--- src/rtl/seq_det_sched_pkg.sv ---
// Shared defaults, per-channel context record and index-width helper for seq_det_sched.
package seq_det_sched_pkg;

    localparam int unsigned DEF_NCH     = 4;
    localparam int unsigned DEF_PAT_W   = 4;
    localparam logic [3:0]  DEF_PATTERN = 4'b1011;
    localparam int unsigned DEF_CNT_W   = 16;

    // Context record is sized for the largest supported pattern.
    localparam int unsigned MAX_PAT_W = 8;
    localparam int unsigned HIST_W    = MAX_PAT_W - 1;
    localparam int unsigned FILL_W    = 3;

    typedef struct packed {
        logic [HIST_W-1:0] hist;
        logic [FILL_W-1:0] fill;
    } ctx_t;

    function automatic int unsigned idx_w(input int unsigned n);
        return (n > 1) ? $clog2(n) : 1;
    endfunction

endpackage

--- src/rtl/seq_det_sched_rr_arbiter.sv ---
// Round-robin arbiter: combinational one-hot grant, search starts at the registered pointer.
module rr_arbiter
    import seq_det_sched_pkg::*;
#(
    parameter int unsigned N = DEF_NCH
) (
    input  logic         clk,
    input  logic         rst,
    input  logic [N-1:0] req,
    output logic [N-1:0] gnt
);

    localparam int unsigned PW = idx_w(N);

    logic [PW-1:0] ptr_q;
    logic [PW-1:0] ptr_d;
    logic          found_c;

    // First requester at or after ptr wins; pointer moves just past the winner.
    always_comb begin
        gnt     = '0;
        ptr_d   = ptr_q;
        found_c = 1'b0;
        for (int unsigned i = 0; i < N; i++) begin
            if (!found_c && req[PW'((32'(ptr_q) + i) % N)]) begin
                found_c                           = 1'b1;
                gnt[PW'((32'(ptr_q) + i) % N)]    = 1'b1;
                ptr_d                             = PW'((32'(ptr_q) + i + 1) % N);
            end
        end
    end

    always_ff @(posedge clk or posedge rst) begin
        if (rst) begin
            ptr_q <= '0;
        end else begin
            ptr_q <= ptr_d;
        end
    end

endmodule

--- src/rtl/seq_det_sched.sv ---
// Time-shared overlapping pattern detector for NCH serial streams with per-channel context.
// Optional per-channel hit counters are built when SEQ_DET_SCHED_HITCNT_EN is defined.
module seq_det_sched
    import seq_det_sched_pkg::*;
#(
    parameter int unsigned      NCH     = DEF_NCH,
    parameter int unsigned      PAT_W   = DEF_PAT_W,
    parameter logic [PAT_W-1:0] PATTERN = PAT_W'(DEF_PATTERN),
    parameter int unsigned      CNT_W   = DEF_CNT_W
) (
    input  logic                     clk,
    input  logic                     rst,
    input  logic [NCH-1:0]           req,
    input  logic [NCH-1:0]           bit_in,
    input  logic [NCH-1:0]           ch_clr,
    output logic [NCH-1:0]           gnt,
    output logic                     hit_valid,
    output logic [$clog2(NCH)-1:0]   hit_ch,
    input  logic [$clog2(NCH)-1:0]   cnt_sel,
    output logic [CNT_W-1:0]         cnt_out
);

    localparam int unsigned       IW       = idx_w(NCH);
    localparam logic [FILL_W-1:0] FILL_MAX = FILL_W'(PAT_W - 1);

    logic [NCH-1:0]   elig_c;
    logic [IW-1:0]    gidx_c;
    logic [PAT_W-1:0] win_c;
    logic             match_c;

    ctx_t             ctx_q [NCH];
    ctx_t             ctx_d [NCH];
    logic             hit_valid_q;
    logic [IW-1:0]    hit_ch_q;

    // A channel being cleared must not consume its bit this cycle.
    assign elig_c = req & ~ch_clr;

    rr_arbiter #(.N(NCH)) u_arb (
        .clk (clk),
        .rst (rst),
        .req (elig_c),
        .gnt (gnt)
    );

    always_comb begin
        gidx_c = '0;
        for (int i = 0; i < NCH; i++) begin
            if (gnt[i]) gidx_c = IW'(i);
        end
    end

    assign win_c   = {ctx_q[gidx_c].hist[PAT_W-2:0], bit_in[gidx_c]};
    assign match_c = (|gnt) && (ctx_q[gidx_c].fill == FILL_MAX) && (win_c == PATTERN);

    // History keeps shifting after a hit so overlapping matches are found.
    always_comb begin
        for (int i = 0; i < NCH; i++) begin
            ctx_d[i] = ctx_q[i];
            if (ch_clr[i]) begin
                ctx_d[i] = '0;
            end else if (gnt[i]) begin
                ctx_d[i].hist = {ctx_q[i].hist[HIST_W-2:0], bit_in[i]};
                if (ctx_q[i].fill != FILL_MAX) begin
                    ctx_d[i].fill = ctx_q[i].fill + FILL_W'(1);
                end
            end
        end
    end

    always_ff @(posedge clk or posedge rst) begin
        if (rst) begin
            for (int i = 0; i < NCH; i++) ctx_q[i] <= '0;
        end else begin
            for (int i = 0; i < NCH; i++) ctx_q[i] <= ctx_d[i];
        end
    end

    always_ff @(posedge clk or posedge rst) begin
        if (rst) begin
            hit_valid_q <= 1'b0;
            hit_ch_q    <= '0;
        end else begin
            hit_valid_q <= match_c;
            if (match_c) hit_ch_q <= gidx_c;
        end
    end

    assign hit_valid = hit_valid_q;
    assign hit_ch    = hit_ch_q;

`ifdef SEQ_DET_SCHED_HITCNT_EN
    logic [CNT_W-1:0] cnt_q [NCH];
    logic [CNT_W-1:0] cnt_d [NCH];

    // Saturating per-channel hit counters; a clear wins over a hit on the same channel.
    always_comb begin
        for (int i = 0; i < NCH; i++) begin
            cnt_d[i] = cnt_q[i];
            if (ch_clr[i]) begin
                cnt_d[i] = '0;
            end else if (match_c && (gidx_c == IW'(i)) && (cnt_q[i] != '1)) begin
                cnt_d[i] = cnt_q[i] + CNT_W'(1);
            end
        end
    end

    always_ff @(posedge clk or posedge rst) begin
        if (rst) begin
            for (int i = 0; i < NCH; i++) cnt_q[i] <= '0;
        end else begin
            for (int i = 0; i < NCH; i++) cnt_q[i] <= cnt_d[i];
        end
    end

    assign cnt_out = cnt_q[cnt_sel];
`else
    logic unused_cnt_sel;
    assign unused_cnt_sel = ^cnt_sel;
    assign cnt_out        = '0;
`endif

endmodule

--- config.mk ---
export PLATFORM = sky130hd
export DESIGN_NAME = seq_det_sched
export DESIGN_NICKNAME = d
export VERILOG_FILES = /design/src/rtl/seq_det_sched_pkg.sv /design/src/rtl/seq_det_sched_rr_arbiter.sv /design/src/rtl/seq_det_sched.sv
export SDC_FILE = /design/constraint.sdc
export NUM_CORES = 1
export LEC_CHECK = 0
export ABC_AREA = 1
export ABC_CLOCK_PERIOD_IN_PS = 6100
export BUFFER_PORTS_ARGS = -buffer_cell sky130_fd_sc_hd__clkbuf_2
export CORE_UTILIZATION = 60
export CTS_BUF_LIST = sky130_fd_sc_hd__clkbuf_4
export DETAILED_ROUTE_END_ITERATION = 8
export PLACE_DENSITY = 0.85
export SYNTH_ARGS = -nofsm -noshare
export SYNTH_HDL_FRONTEND = slang
export SYNTH_SLANG_ARGS = --single-unit
--- constraint.sdc ---
create_clock -name clk -period 6.1 [get_ports clk]
set_input_delay 0.61 -clock clk [delete_from_list [all_inputs] [get_ports clk]]
set_output_delay 0.61 -clock clk [all_outputs]
set_load 0.1 [all_outputs]
======== Word level (Yosys, flattened, before mapping) ========
Index checks and enable logic that the tools add are counted.
operators by class
  $add $sub $neg .......................... 10
  magnitude comparators ................... 10
  equality and inequality tests ........... 6
  mux-type cells .......................... 47
  bitwise operators ....................... 6
  reduce and logical (&&, ||, !) cells .... 26
operator list
  operator                                                count
  two-way mux 10 bit                                      8
  binary-select mux 10 bit (select 2 bit)                 1
  two-way mux 4 bit                                       4
  nonzero test 2 bit                                      8
  < comparator 2 x 3 -> 1 bit (second input constant)     5
  two-way mux 1 bit                                       13
  adder 3 x 1 -> 3 bit (second input constant)            4
  two-way mux 2 bit                                       6
  two-way mux 3 bit                                       4
  two-way mux 6 bit                                       2
  inequality test 3 x 2 -> 1 bit (second input constant)  4
  OR 4 bit                                                3
  binary-select mux 1 bit (select 2 bit)                  5
  logical AND 1 bit                                       9
  adder 2 x 1 -> 2 bit (second input constant)            4
  demux 1 bit (select 2 bit)                              4
  >= comparator 2 x 1 -> 1 bit (second input constant)    4
  AND reduction 2 bit                                     4
  adder 2 bit (second input constant)                     2
  AND 4 bit                                               1
  equality test 4 bit (second input constant)             1
  NOT 4 bit                                               1
  nonzero test 4 bit                                      1
  OR reduction 4 bit                                      1
  other kinds (4)                                         6
storage, ports and cells
  register bits after elaboration ......... 45
  output and inout port bits .............. 23
  logic and storage cells ................. 116

======== Depth between registers and ports, before layout ========
Gate-level depths: netlist of the first run.
  depth in word-level cells ............... 24
  depth in mapped cells ................... 18
  mapped depth without buffers ............ 18

======== Hierarchy ========
A second synthesis of the first run with hierarchy kept.
second synthesis, totals
  cells, all modules ...................... 262
  area, all modules ....................... 1,991.9 µm²
modules (own cells, without submodules)
  module         instances  cells each  area each (µm²)
  seq_det_sched  1          179         1,468.9
  rr_arbiter     1          83          523.0

======== Worst setup path after synthesis of the first run ========
Ideal clock, no wire load.
  kind .................................... register to output
  start ................................... reg u_arb.ptr_q[1]
  end ..................................... out gnt[3]
  arrival ................................. 2.332 ns
  required time ........................... 5.490 ns
  setup slack ............................. 3.158 ns
  cell stages (with the launch flop) ...... 12
  buffers on the path ..................... 0
  path through ............................ dfrtp_1 inv_1 ha_1 inv_1 nand3_1 nand2_2 nand2_4 nor2_2 nand2_1 nand3_2 nor2_8 inv_1
on the way
  longest elaborated chain between the ends .. 12
  elaborated cells between the ends (all ways) .. 47
  those cells by class .................... 3 x add/sub; 8 x order compare; 23 x mux; 3 x bitwise; 10 x reduce/logical
RTL lines
  item                                                                  RTL line                        source
  start: declaration                                                    seq_det_sched_rr_arbiter.sv:15  logic [PW-1:0] ptr_q;
  start signal: assignment                                              seq_det_sched_rr_arbiter.sv:37  ptr_q <= ptr_d;
  branches (longest 11 deep; another with < comparator 2 x 3 -> 1 bit)  -
  two-way mux 4 bit *                                                   seq_det_sched_rr_arbiter.sv:25  if (!found_c && req[PW'((32'(ptr_q) + i) % N)]) begin
  end: declaration                                                      seq_det_sched.sv:16             output logic [NCH-1:0] gnt,
Every way passes the cells marked *. The select of a mux whose other input is x is not followed.

======== Final worst setup path of the first run ========
Same ends and word-level chain as after synthesis.

==> results.md, run 1 <==
- The worst setup path is captured at an output port.
- The worst hold path startpoint is ch_clr[3].
- The portion of the post-synthesis area used by sequential elements is 0.345.
- The slowest stage of the critical path belongs to the cell dfrtp_1.
- The post-cts hold buffer count is 0.
- The number of antenna diodes in the final layout is 0.
- Leaving out fill and tap cells, the most frequent cell in the layout is nand3_1.
- The wire length after detailed routing is 3.94 mm.
- Dividing the detail-routed via count by the number of cells gives 5.24.
- The number of max-slew violations in the final report is 0.
- Counting along the longest clock path gives a buffer depth of 2.
- The via count of the first global-routing pass is 1540.
- The number of buffers added for setup after CTS is 0.
- Derived from the worst setup path, the maximum achievable clock frequency is 0.285 GHz.
- For this block, the via count after detailed routing is 1723.
- In this run the mean area of a mapped cell was 8.21 um2.
- The floorplan step set the die width to 61.2 um.
- Gates resized during post-CTS repair numbered 0.
- The die is 61.2 um tall.
- The area share of the leading cell type in the synthesized netlist is 0.345.
- The clock slew at the register clock pins of the worst setup and hold paths is 100 ps.
- The count of yosys warnings during synthesis is 0.
- The depth of the CTS H-tree is 2.
- The element type at the critical path start is a register.
- The CTS buffer count is 5.
- Of all flip-flops after synthesis, the portion carrying an async set or reset was 1.00.
- Dividing the detail-routed wire length by the instance count gives 12.0 um.
- The count of cells along the worst hold path is 2.
- The arrival time reported for the critical path endpoint is 2890 ps.
- STA puts the critical path data required time at 5490 ps.
- The synthesized design contains 0 enable-type register cells.
- The detailed router used layers up to and including met4.
- The cell repeated most along the worst path is inv_1.
- Wire segments on met3 add up to 140 um in the final route.
- The global routing usage summed across all routing layers is 0.245.
- In this run the remaining antenna-violating nets after routing total 0.
- The detailed-routed wire length on met2 is 1.95 mm.
- The layout cell share with drive strength beyond 1 is 0.237.
- The initial utilization of the core area, before any placement, comes to 0.630.
- Summing every instance area after synthesis gives 2100 um2.
- The clock tree root driver cell is clkbuf_4.
- The clock arrives with 9.40 ps of skew.
- The layout overhead on the synthesized area is 7.09%.
- The sum of net half-perimeters after detailed placement is 3.09 mm.
- The tool flagged a number of max-cap violations equal to 0.
- Walking the worst path, the cells encountered are inv_1, ha_1, inv_1, nand3_1, nand2_2, nand2_4, nor2_2, nand2_1, nand3_2, nor2_8, inv_1, clkbuf_2.
- The final hold violation count is 0.
- The launch instance of the worst register-to-register path is u_arb.ptr_q[1]$_DFFE_PP0P_.
- The tree built by TritonCTS fans out to 29 sinks.
- The maximum cell stage delay along the critical path is 520 ps.
- The total negative setup slack is 0 ps.
- After global routing the overflow that remains totals 0.
- For the pin with the worst max-slew slack, the measured transition is 1090 ps.
- During I/O placement, the number of pins put on the boundary was 39.
- After synthesis, the cell types taking the most area are dfrtp_1 (35%), ha_1 (9.5%), nand3_1 (8.6%).
- Of all nets on the critical path, the largest fanout is 10.
- The worst register-to-register path has a setup slack of 3510 ps.
- The capture point of the worst reg-to-reg path is hit_ch[0]$_DFFE_PP0P_.
- The library cells used most frequently in the layout, excluding fill and tap cells, are nand3_1 (36), nand2_1 (33), dfrtp_1 (29), inv_1 (25), clkbuf_2 (20).
- The synthesized design contains 29 register bits.
- Setup repair after global routing left no endpoint under its margin.
- The number of antenna violations at the first check in global routing is 0.
- The sink of the worst hold path is ctx_q[2]$_DFFE_PP0P_.
- The number of DRC violations after detailed-routing iteration 0 is 92.
- The worst pin sits at a relative slew slack of 0.273.
- The total area inside the core boundary comes to 3340 um2.
- The post-route DRC violation count is 0.
- The worst hold-check path type is input pin to register.
- The net count of the finished layout is 314.
- The predominant post-synthesis flop cell is dfrtp_1.
- The pin count of the biggest net entering global routing is 30.
- The worst reg2reg path depth is 15.
- The top cell type by total area after synthesis is dfrtp_1.
- The critical path in this run is classified as register to output port.
- At the later pin of the worst-skew pair, clock insertion delay measures 350 ps.
- The final weighted congestion in routability-driven placement is 0.873.
- The final period utilization is 0.574.
- The netlist uses 30 different library cells.
- The first global-routing pass estimated 6.57 mm of wire.
- Input and output buffers added on the ports amount to 20.
- The length of the first detailed-routing pass in iterations is 4.
- The run finished with clean final reports.
- The clock tree from TritonCTS is yes.
- The minimum period implied by the final worst setup slack is 3500 ps.
- The cell count after synthesis came out at 256.
- After detailed routing, the wire length on met1 is 1.77 mm.
- The area of the die is 3740 um2.
- The number of endpoints failing setup at the final stage is 0.
- The placement row count is 21.
- Counting the fill cells in the layout gives 314.
-- stage by stage --
| step | hold slack (ps) | util | setup slack, ps | cell area, um2 | instances |
|---|---|---|---|---|---|
| 2_1_floorplan | 478 | - | 3160 | 2160 | 271 |
| 3_3_place_gp | 488 | 0.658 | 3000 | 2190 | 321 |
| 4_1_cts | 461 | 0.674 | 2580 | 2250 | 329 |
| 3_5_place_dp | 493 | 0.658 | 2970 | 2190 | 321 |
| 6_report | 478 | 0.674 | 2600 | 2250 | 329 |
| 5_1_grt | 463 | 0.674 | 2410 | 2250 | 329 |
-- area by class of cell --
cell class | count | area (um2) | share of cell area
Multi-Input combinational cell | 192 | 1180 | 0.523
Sequential cell | 29 | 726 | 0.323
Inverter | 34 | 134 | 0.0595
Timing Repair Buffer | 20 | 100 | 0.0445
Tap cell | 46 | 57.6 | 0.0256
Clock buffer | 5 | 37.5 | 0.0167
Clock inverter | 3 | 17.5 | 0.00779
-- registers in the layout, summed over array words and instances (netlist names) --
signal,cells
hit_ch,2
u_arb.ptr_q,2
ctx_q,24
hit_valid,1
-- layer usage --
| metal | vias to the layer above | GRT usage |
|---|---|---|
| met5 | - | 0 |
| met4 | 0 | 0.123 |
| met3 | 8 | 0.0546 |
| met2 | 30 | 0.416 |
| met1 | 806 | 0.293 |
| li1 | 879 | - |
-- synthesized netlist by cell type, types with 2 or more instances --
| cell | instances |
|---|---|
| nand4_1 | 7 |
| o31ai_1 | 4 |
| nor2_4 | 2 |
| dfrtp_1 | 29 |
| inv_2 | 5 |
| nor2_2 | 3 |
| ha_1 | 16 |
| nand3_2 | 5 |
| o21ai_0 | 15 |
| nor2_1 | 17 |
| nor2_8 | 3 |
| nand3_1 | 36 |
| nand2_4 | 3 |
| nand2_1 | 33 |
| o21ai_1 | 3 |
| a211oi_1 | 4 |
| inv_4 | 2 |
| a21oi_1 | 6 |
| buf_4 | 16 |
| inv_1 | 25 |
| nand2_2 | 13 |
-- critical path, delay by kind of cell, from the launching register on --
kind | cells | cell delay [ps]
and+or+nand+nor | 7 | 730
buffers and inverters | 4 | 900
adders and majority gates | 1 | 390
DFF | 1 | 520
-- how the worst max path moves through the flow --
stage                                    start     end  slack, ps
global route        u_arb.ptr_q[0]$_DFFE_PP0P_  gnt[3]       2410
finish              u_arb.ptr_q[1]$_DFFE_PP0P_  gnt[3]       2600
detailed placement  u_arb.ptr_q[1]$_DFFE_PP0P_  gnt[3]       2970
CTS                 u_arb.ptr_q[1]$_DFFE_PP0P_  gnt[3]       2580
global placement    u_arb.ptr_q[1]$_DFFE_PP0P_  gnt[3]       3000
floorplan           u_arb.ptr_q[1]$_DFFE_PP0P_  gnt[3]       3160
-- cell families (layout without fill, tap and decap cells) --
| group | Yosys count | after routing | synth area share |
|---|---|---|---|
| and+or+nand+nor | 125 | 125 | 0.338 |
| xor gates and xnor gates | 1 | 1 | 0.00417 |
| AOI/OAI and AO/OA | 34 | 34 | 0.0941 |
| buffers and inverters | 50 | 62 | 0.121 |
| adders and majority gates | 16 | 16 | 0.0953 |
| DFF | 29 | 29 | 0.345 |
| other | 1 | 16 | 0.00179 |
Power of run 1 is not shown: default switching activity piles up to over one toggle a cycle in this logic, so the estimate is an artifact.
==> inputs of run 2 (changes only) <==
--- a/config.mk
+++ b/config.mk
@@ -5,13 +5,13 @@
 export SDC_FILE = /design/constraint.sdc
 export NUM_CORES = 1
 export LEC_CHECK = 0
-export ABC_AREA = 1
-export ABC_CLOCK_PERIOD_IN_PS = 6100
+export ABC_AREA = 0
+export ABC_CLOCK_PERIOD_IN_PS = 3700
 export BUFFER_PORTS_ARGS = -buffer_cell sky130_fd_sc_hd__clkbuf_2
-export CORE_UTILIZATION = 60
+export CORE_UTILIZATION = 57
 export CTS_BUF_LIST = sky130_fd_sc_hd__clkbuf_4
 export DETAILED_ROUTE_END_ITERATION = 8
-export PLACE_DENSITY = 0.85
+export PLACE_DENSITY = 0.82
 export SYNTH_ARGS = -nofsm -noshare
 export SYNTH_HDL_FRONTEND = slang
 export SYNTH_SLANG_ARGS = --single-unit
==> constraint.sdc (replaced) <==
create_clock -name clk -period 3.7 [get_ports clk]
set_input_delay 0.37 -clock clk [delete_from_list [all_inputs] [get_ports clk]]
set_output_delay 0.37 -clock clk [all_outputs]
set_load 0.1 [all_outputs]
==> results.md, run 2 <==
- The arrival time reported for the critical path endpoint came to 3100 ps (+210 ps).
- The via count of the first global-routing pass is 1415 (-8.1%).
- The post-route DRC violation count is 0 (unchanged).
- The count of buffers inserted at the top-level ports is 20 (unchanged).
- The height of the chip is 60.9 um (-0.48%).
- The leading cell type in the layout, fill and taps excluded is dfrtp_1.
- The clock latency on the worst-skew pair is 330 ps (-20 ps).
- The layout overhead on the synthesized area is 9.50%.
- The deepest clock path buffer count was 2 (unchanged).
- Power spread over the standard cell area amounts to 897 nW/um2.
- The predominant post-synthesis flop cell is dfrtp_1.
- The area share of the leading cell type in the synthesized netlist is 0.367 (+0.0219).
- The maximum frequency from static timing analysis is 0.288 GHz.
- The combined area of all synthesized cells is 1980 um2 (-6.0%).
- By area the synthesized netlist is led by dfrtp_1 (37%), ha_1 (10%), buf_4 (6.8%).
- The number of buffers added for setup after CTS was 0 (unchanged).
- The wire length after detailed routing is 3.36 mm (-15%).
- The total negative setup slack is 0 ps (unchanged).
- The element type at the critical path start is a register.
- The number of cells in the design after placement was 269 (-16%).
- The effective utilization at floorplan is 0.592 (-0.0375).
- The launch instance of the worst register-to-register path is u_arb.ptr_q[1]$_DFFE_PP0P_.
- The antenna diode count came to 0 (unchanged).
- The tightest slew margin relative to the limit is 0.639 (+0.366).
- The post-cts hold buffer count is 0 (unchanged).
- Power comes to 0.00194 W.
- The number of endpoints failing setup at the final stage is 0 (unchanged).
- The data required time at the worst endpoint came to 3330 ps (-2160 ps).
- The worst-margin pin slew is 543 ps (-546 ps).
- The number of DRC violations after detailed-routing iteration 0 came to 48 (-48%).
- The CTS buffer count is 5 (unchanged).
- The average footprint of a synthesized cell is 9.78 um2 (+19%).
- The number of antenna violations at the first check in global routing is 0 (unchanged).
- The global routing usage summed across all routing layers is 0.223 (-0.0220).
- IR analysis of the VDD net gives a maximum drop of 0.485 mV.
- The total vias in the final route was 1476 (-14%).
- The count of yosys warnings during synthesis is 0 (unchanged).
- The max-capacitance violation count was 0 (unchanged).
- The largest driver fanout on the critical path was 7 (-3).
- The worst hold-check path type is input pin to async pin.
- The width of the die is 60.9 um (-0.48%).
- The total congestion overflow was 0 (unchanged).
- STA classifies the critical path endpoint as an output port.
- The placeable core area came to 3340 um2 (unchanged).
- The pin count of the biggest net entering global routing is 30 (unchanged).
- The final worst slack is 230 ps (-2370 ps).
- The synthesized design spends more area on one cell type than any other, namely dfrtp_1.
- The top-level port count is 39 (unchanged).
- In this run the worst setup path begins at u_arb.ptr_q[1]$_DFFE_PP0P_.
- The clock tree root driver cell is clkbuf_4.
- The flip-flop count of the largest register after layout is 24 (unchanged).
- The run finished with clean final reports.
- The CTS sink count is 29 (unchanged).
- The clock slew at the register clock pins of the worst setup and hold paths is 90 ps (about the same).
- The sum of net half-perimeters after detailed placement is 2.66 mm (-14%).
- The wire length per cell is 12.1 um (+1.2%).
- The final hold violation count was 0 (unchanged).
- The worst setup path is of the register to output port kind.
- The final period utilization is 0.938.
- The non-filler instance count after layout is 277 (-16%).
- In the layout the commonest cells are dfrtp_1 (29), nand2_1 (25), nor2_1 (23), clkbuf_2 (20).
- The cell with the most instances after synthesis is dfrtp_1.
- The leakage power summed over all cells is 1.06 nW.
- The placement row count is 21 (unchanged).
- The final net count came to 262 (-17%).
- The portion of the post-synthesis area used by sequential elements was 0.367 (+0.0219).
- The worst hold slack came to 78.5 ps (-400 ps).
- The worst path needs 3470 ps of the cycle, external delays included.
- The placement-stage worst setup slack came to 593 ps (-2380 ps).
- The clock tree from TritonCTS is yes.
- The number of synthesized flops with an enable pin was 0 (unchanged).
- The post-detailed-route count of antenna-violating nets is 0 (unchanged).
- The final clock skew was 10.1 ps (+0.685 ps).
- Setup repair after global routing left no endpoint under its margin.
- The post-CTS resize count is 0 (unchanged).
- The share of synthesized registers carrying an async set or reset is 1.00 (unchanged).
- The unique cell type count in the Yosys netlist is 35 (+17%).
- The count of mapped cells out of synthesis was 202 (-21%).
- The depth of the CTS H-tree is 2 (unchanged).
- The number of max-slew violations in the final report is 0 (unchanged).
- The first-pass GRT wire length is 5.94 mm (-9.6%).
- The layout cell share with drive strength beyond 1 is 0.186 (-0.0506).
- The length of the first detailed-routing pass in iterations came to 4 (unchanged).
- The final weighted congestion in routability-driven placement is 0.914 (+4.7%).
- The area of the die came to 3710 um2 (-0.96%).
- More flip-flops sit in one register than any other, and that register is ctx_q.
- The count of state elements after synthesis was 29 (unchanged).
- Counting instances in the post-synthesis netlist gives the leading cell types as dfrtp_1 (29), nand2_1 (25), nor2_1 (23), buf_4 (18), ha_1 (16).
- The detail-routed via count per cell is 5.33 (+1.7%).
==> run 2: worst max-delay path, cell delays in order (launching register included) <==
cell and delay (ps):
dfrtp_1 490, inv_1 170, ha_1 360, inv_1 120, mux4_2 330, nor2b_1 220, buf_4 180, a221oi_4 420
inv_1 90, clkbuf_2 380
==> run 2: layout make-up <==
type,count,area [um2]
multi-input combinational,158,1130
clock inverter,2,33.8
fill,294,1170
sequential,29,726
inverter,12,45.0
tap,46,57.6
timing repair buffer,24,130
clock buffer,6,45.0
==> run 2: kinds of logic after synthesis <==
kind of cell             Yosys count  synth area share
AO/OA/AOI/OAI                     40             0.181
XOR/XNOR                           5            0.0222
adder cells (fa/ha/maj)           16             0.101
buffers and inverters             30            0.0912
flip-flops                        29             0.367
multiplexers                       9            0.0646
other                              1           0.00190
AND/OR/NAND/NOR                   72             0.170
==> run 2: path summary, 6_finish.rpt <==
kind	cells after the start	end	slack [ps]
worst max-delay path	9	gnt[0]	230
worst min-delay path	3	ctx_q[22]$_DFFE_PP0P_	80
worst max register to register	10	hit_ch[0]$_DFFE_PP0P_	680
worst min register to register	2	ctx_q[25]$_DFFE_PP0P_	530
max in group asynchronous	3	u_arb.ptr_q[1]$_DFFE_PP0P_	3350
min in group clk	3	ctx_q[3]$_DFFE_PP0P_	270
==> run 2: per-stage QoR <==
step                 util  cell area, um2
finish              0.648            2160
global route        0.648            2160
CTS                 0.648            2160
detailed placement  0.625            2080
global placement    0.625            2080
floorplan               -            2030
==> run 2: power by group <==
group	total, W	internal, W	switching (W)	leakage (nW)
clock	0.000255	0.000148	0.000107	0.0433
sequential	0.000477	0.000404	0.0000737	0.386
combinational	0.00121	0.000360	0.000849	0.631
total	0.00194	0.000911	0.00103	1.06
==> run 2: routing by layer <==
metal / GRT usage / share of wire / up-vias
met5: 0 / 0 / -
met4: 0.0877 / 0.018 / 0
met3: 0.0512 / 0.032 / 8
met2: 0.394 / 0.49 / 31
met1: 0.263 / 0.46 / 701
li1: - / - / 736
(Power assumes the default switching activity.)
==> inputs of run 3 (changes only) <==
--- a/config.mk
+++ b/config.mk
@@ -7,11 +7,11 @@
 export LEC_CHECK = 0
 export ABC_AREA = 0
 export ABC_CLOCK_PERIOD_IN_PS = 3700
-export BUFFER_PORTS_ARGS = -buffer_cell sky130_fd_sc_hd__clkbuf_2
-export CORE_UTILIZATION = 57
+export CORE_UTILIZATION = 60
 export CTS_BUF_LIST = sky130_fd_sc_hd__clkbuf_4
 export DETAILED_ROUTE_END_ITERATION = 8
-export PLACE_DENSITY = 0.82
+export DONT_BUFFER_PORTS = 1
+export PLACE_DENSITY = 0.76
 export SYNTH_ARGS = -nofsm -noshare
 export SYNTH_HDL_FRONTEND = slang
 export SYNTH_SLANG_ARGS = --single-unit
==> results.md, run 3 (same netlist as run 2, synthesis figures left out) <==
- The flow ran to the end, and the final reports show no timing, DRC or antenna violations.
- The width of the die came to 59.4 um (-2.5%).
- The antenna diode count is 0 (unchanged).
- The instance count on the critical path is 8 (-1).
- The cell repeated most along the worst path is inv_1.
- The clock slew at the register clock pins of the worst setup and hold paths was 100 ps (about the same).
- The maximum cell stage delay along the critical path was 600 ps (+110 ps).
- Counting flops per register, the top entry is ctx_q.
- The post-CTS resize count is 0 (unchanged).
- The library cells used most frequently in the layout, excluding fill and tap cells, are dfrtp_1 (29), nand2_1 (25), nor2_1 (23), ha_1 (16), conb_1 (16).
- The global routing usage summed across all routing layers is 0.245 (+0.0217).
- The post-detailed-route count of antenna-violating nets was 0 (unchanged).
- The clock tree root driver cell is clkbuf_4.
- The clock group share of total power is 0.126 (-0.005).
- The worst-margin pin slew is 1050 ps (+511 ps).
- The tightest slew margin relative to the limit is 0.297 (-0.343).
- The total congestion overflow came to 0 (unchanged).
- The deepest clock path buffer count is 2 (unchanged).
- The final hold violation count came to 0 (unchanged).
- Setup repair after global routing left no endpoint under its margin.
- The final worst slack is 332 ps (+102 ps).
- The cell family with the largest share of critical-path delay is buffers and inverters.
- The number of antenna violations at the first check in global routing is 0 (unchanged).
- The layout overhead on the synthesized area is 4.37%.
- The post-route DRC violation count was 0 (unchanged).
- The placed cell area is 1990 um2 (-4.6%).
- Counting instances, the worst hold path has a depth of 1.
- The element type at the critical path start is a register.
- The final weighted congestion in routability-driven placement is 0.830 (-9.1%).
- By startpoint and endpoint, the worst setup path is classified as register to output port.
- The placeable core area was 3080 um2 (-7.8%).
- The arrival time reported for the critical path endpoint is 3000 ps (-100 ps).
- The number of max-slew violations in the final report is 0 (unchanged).
- The largest driver fanout on the critical path is 8 (+1).
- The worst hold-check path type is input pin to register.
- The net switching fraction of the power is 0.536 (+0.00534).
- The total buffers and inverters traversed by the critical path is 4 (-1).
- The internal power is 0.000893 W (-1.9%).
- The final clock skew is 14.5 ps (+4.45 ps).
- The category of the worst setup path capture point is an output port.
- The max-capacitance violation count is 0 (unchanged).
- The CTS buffer count is 5 (unchanged).
- The count of buffers inserted at the top-level ports was 0 (-100%).
- The top-level port count came to 39 (unchanged).
- The finished layout cell area is 2060 um2 (-4.7%).
- The length of the first detailed-routing pass in iterations is 4 (unchanged).
- The detail-routed via count per cell came to 5.75 (+7.8%).
- The switching power summed over all nets is 0.00103 W (+0.19%).
- The total negative setup slack is 0 ps (unchanged).
- The pin count of the biggest net entering global routing came to 30 (unchanged).
- The number of buffers added for setup after CTS is 0 (unchanged).
- The worst hold slack was 93.2 ps (+14.7 ps).
- The combinational share of power was 0.585 (-0.038).
- The total power per unit cell area is 934 nW/um2 (+4.1%).
- The clock latency on the worst-skew pair is 320 ps (about the same).
- The worst reg2reg path depth is 10 (unchanged).
- The minimum period implied by the final worst setup slack was 3370 ps (-102 ps).
- The data required time at the worst endpoint is 3330 ps (about the same).
- The flip-flop count of the largest register after layout is 24 (unchanged).
- Leaving out fill and tap cells, the most frequent cell in the layout is dfrtp_1.
- The critical path goes through inv_1, ha_1, inv_1, mux4_2, nor2b_1, a221oi_4, inv_2, buf_4.
- The post-cts hold buffer count is 0 (unchanged).
- TritonCTS built the clock tree.
- The final net count was 243 (-7.3%).
- The total vias in the final route is 1465 (-0.75%).
- The placement row count is 20 (-4.8%).
- For this design, the slowest cell found on the critical path is nor2b_1.
- The CTS sink count is 29 (unchanged).
- The wire length after detailed routing is 3.73 mm (+11%).
- The area of the die was 3530 um2 (-4.9%).
- The height of the chip came to 59.4 um (-2.5%).
- The placement-stage worst setup slack is 687 ps (+94.6 ps).
- The peak supply drop came to 0.563 mV (+16%).
- The via count of the first global-routing pass was 1427 (+0.85%).
- The part of the power in registers was 0.289 (+0.043).
- The total power of the final layout is 0.00192 W (-0.80%).
- The maximum frequency from static timing analysis is 0.297 GHz (+3.0%).
- The layout cell share with drive strength beyond 1 is 0.114 (-0.0724).
- The effective utilization at floorplan is 0.642 (+0.0498).
- The wire length per cell came to 14.6 um (+20%).
- The number of DRC violations after detailed-routing iteration 0 was 94 (+96%).
- The final period utilization is 0.910 (-0.0276).
- The depth of the CTS H-tree came to 2 (unchanged).
- The sum of net half-perimeters after detailed placement was 2.95 mm (+11%).
- The number of endpoints failing setup at the final stage was 0 (unchanged).
- The leakage power summed over all cells is 0.981 nW (-7.5%).
- The first-pass GRT wire length came to 6.31 mm (+6.2%).
==> run 3: final timing paths <==
path                                            startpoint                     to  slack [ps]
min in group asynchronous                              rst   ctx_q[1]$_DFFE_PP0P_         190
worst min-delay path                             ch_clr[3]   ctx_q[5]$_DFFE_PP0P_          90
worst min register to register       ctx_q[15]$_DFFE_PP0P_  ctx_q[15]$_DFFE_PP0P_         520
worst max-delay path            u_arb.ptr_q[1]$_DFFE_PP0P_                 gnt[3]         330
max in group asynchronous                              rst  ctx_q[12]$_DFFE_PP0P_        2870
worst max register to register  u_arb.ptr_q[1]$_DFFE_PP0P_   ctx_q[4]$_DFFE_PP0P_         680
==> run 3: power by group through the flow <==
stage | clock network, W | logic, W | registers, W
floorplan | 0 | 0.000965 | 0.000547
global placement | 0 | 0.00109 | 0.000555
detailed placement | 0 | 0.00112 | 0.000562
CTS | 0.000251 | 0.00113 | 0.000556
global route | 0.000263 | 0.00121 | 0.000569
finish | 0.000242 | 0.00113 | 0.000556
==> run 3: final cells by class <==
| class | count | area, um2 |
|---|---|---|
| Clock buffer | 5 | 37.5 |
| Clock inverter | 2 | 35.0 |
| Fill cell | 260 | 1020 |
| Inverter | 12 | 45.0 |
| Multi-Input combinational cell | 158 | 1130 |
| Sequential cell | 29 | 726 |
| Tap cell | 44 | 55.1 |
| Timing Repair Buffer | 5 | 37.5 |
==> run 3: stage by stage <==
step,instances,utilization
2_1_floorplan,217,-
3_3_place_gp,248,0.646
3_5_place_dp,248,0.646
4_1_cts,255,0.670
5_1_grt,255,0.670
6_report,255,0.670
==> run 3: metal layers <==
layer / vias up / part of all wire / GRT usage
li1: 690 / - / -
met1: 706 / 0.42 / 0.285
met2: 61 / 0.48 / 0.396
met3: 8 / 0.072 / 0.0939
met4: 0 / 0.023 / 0.116
met5: - / 0 / 0
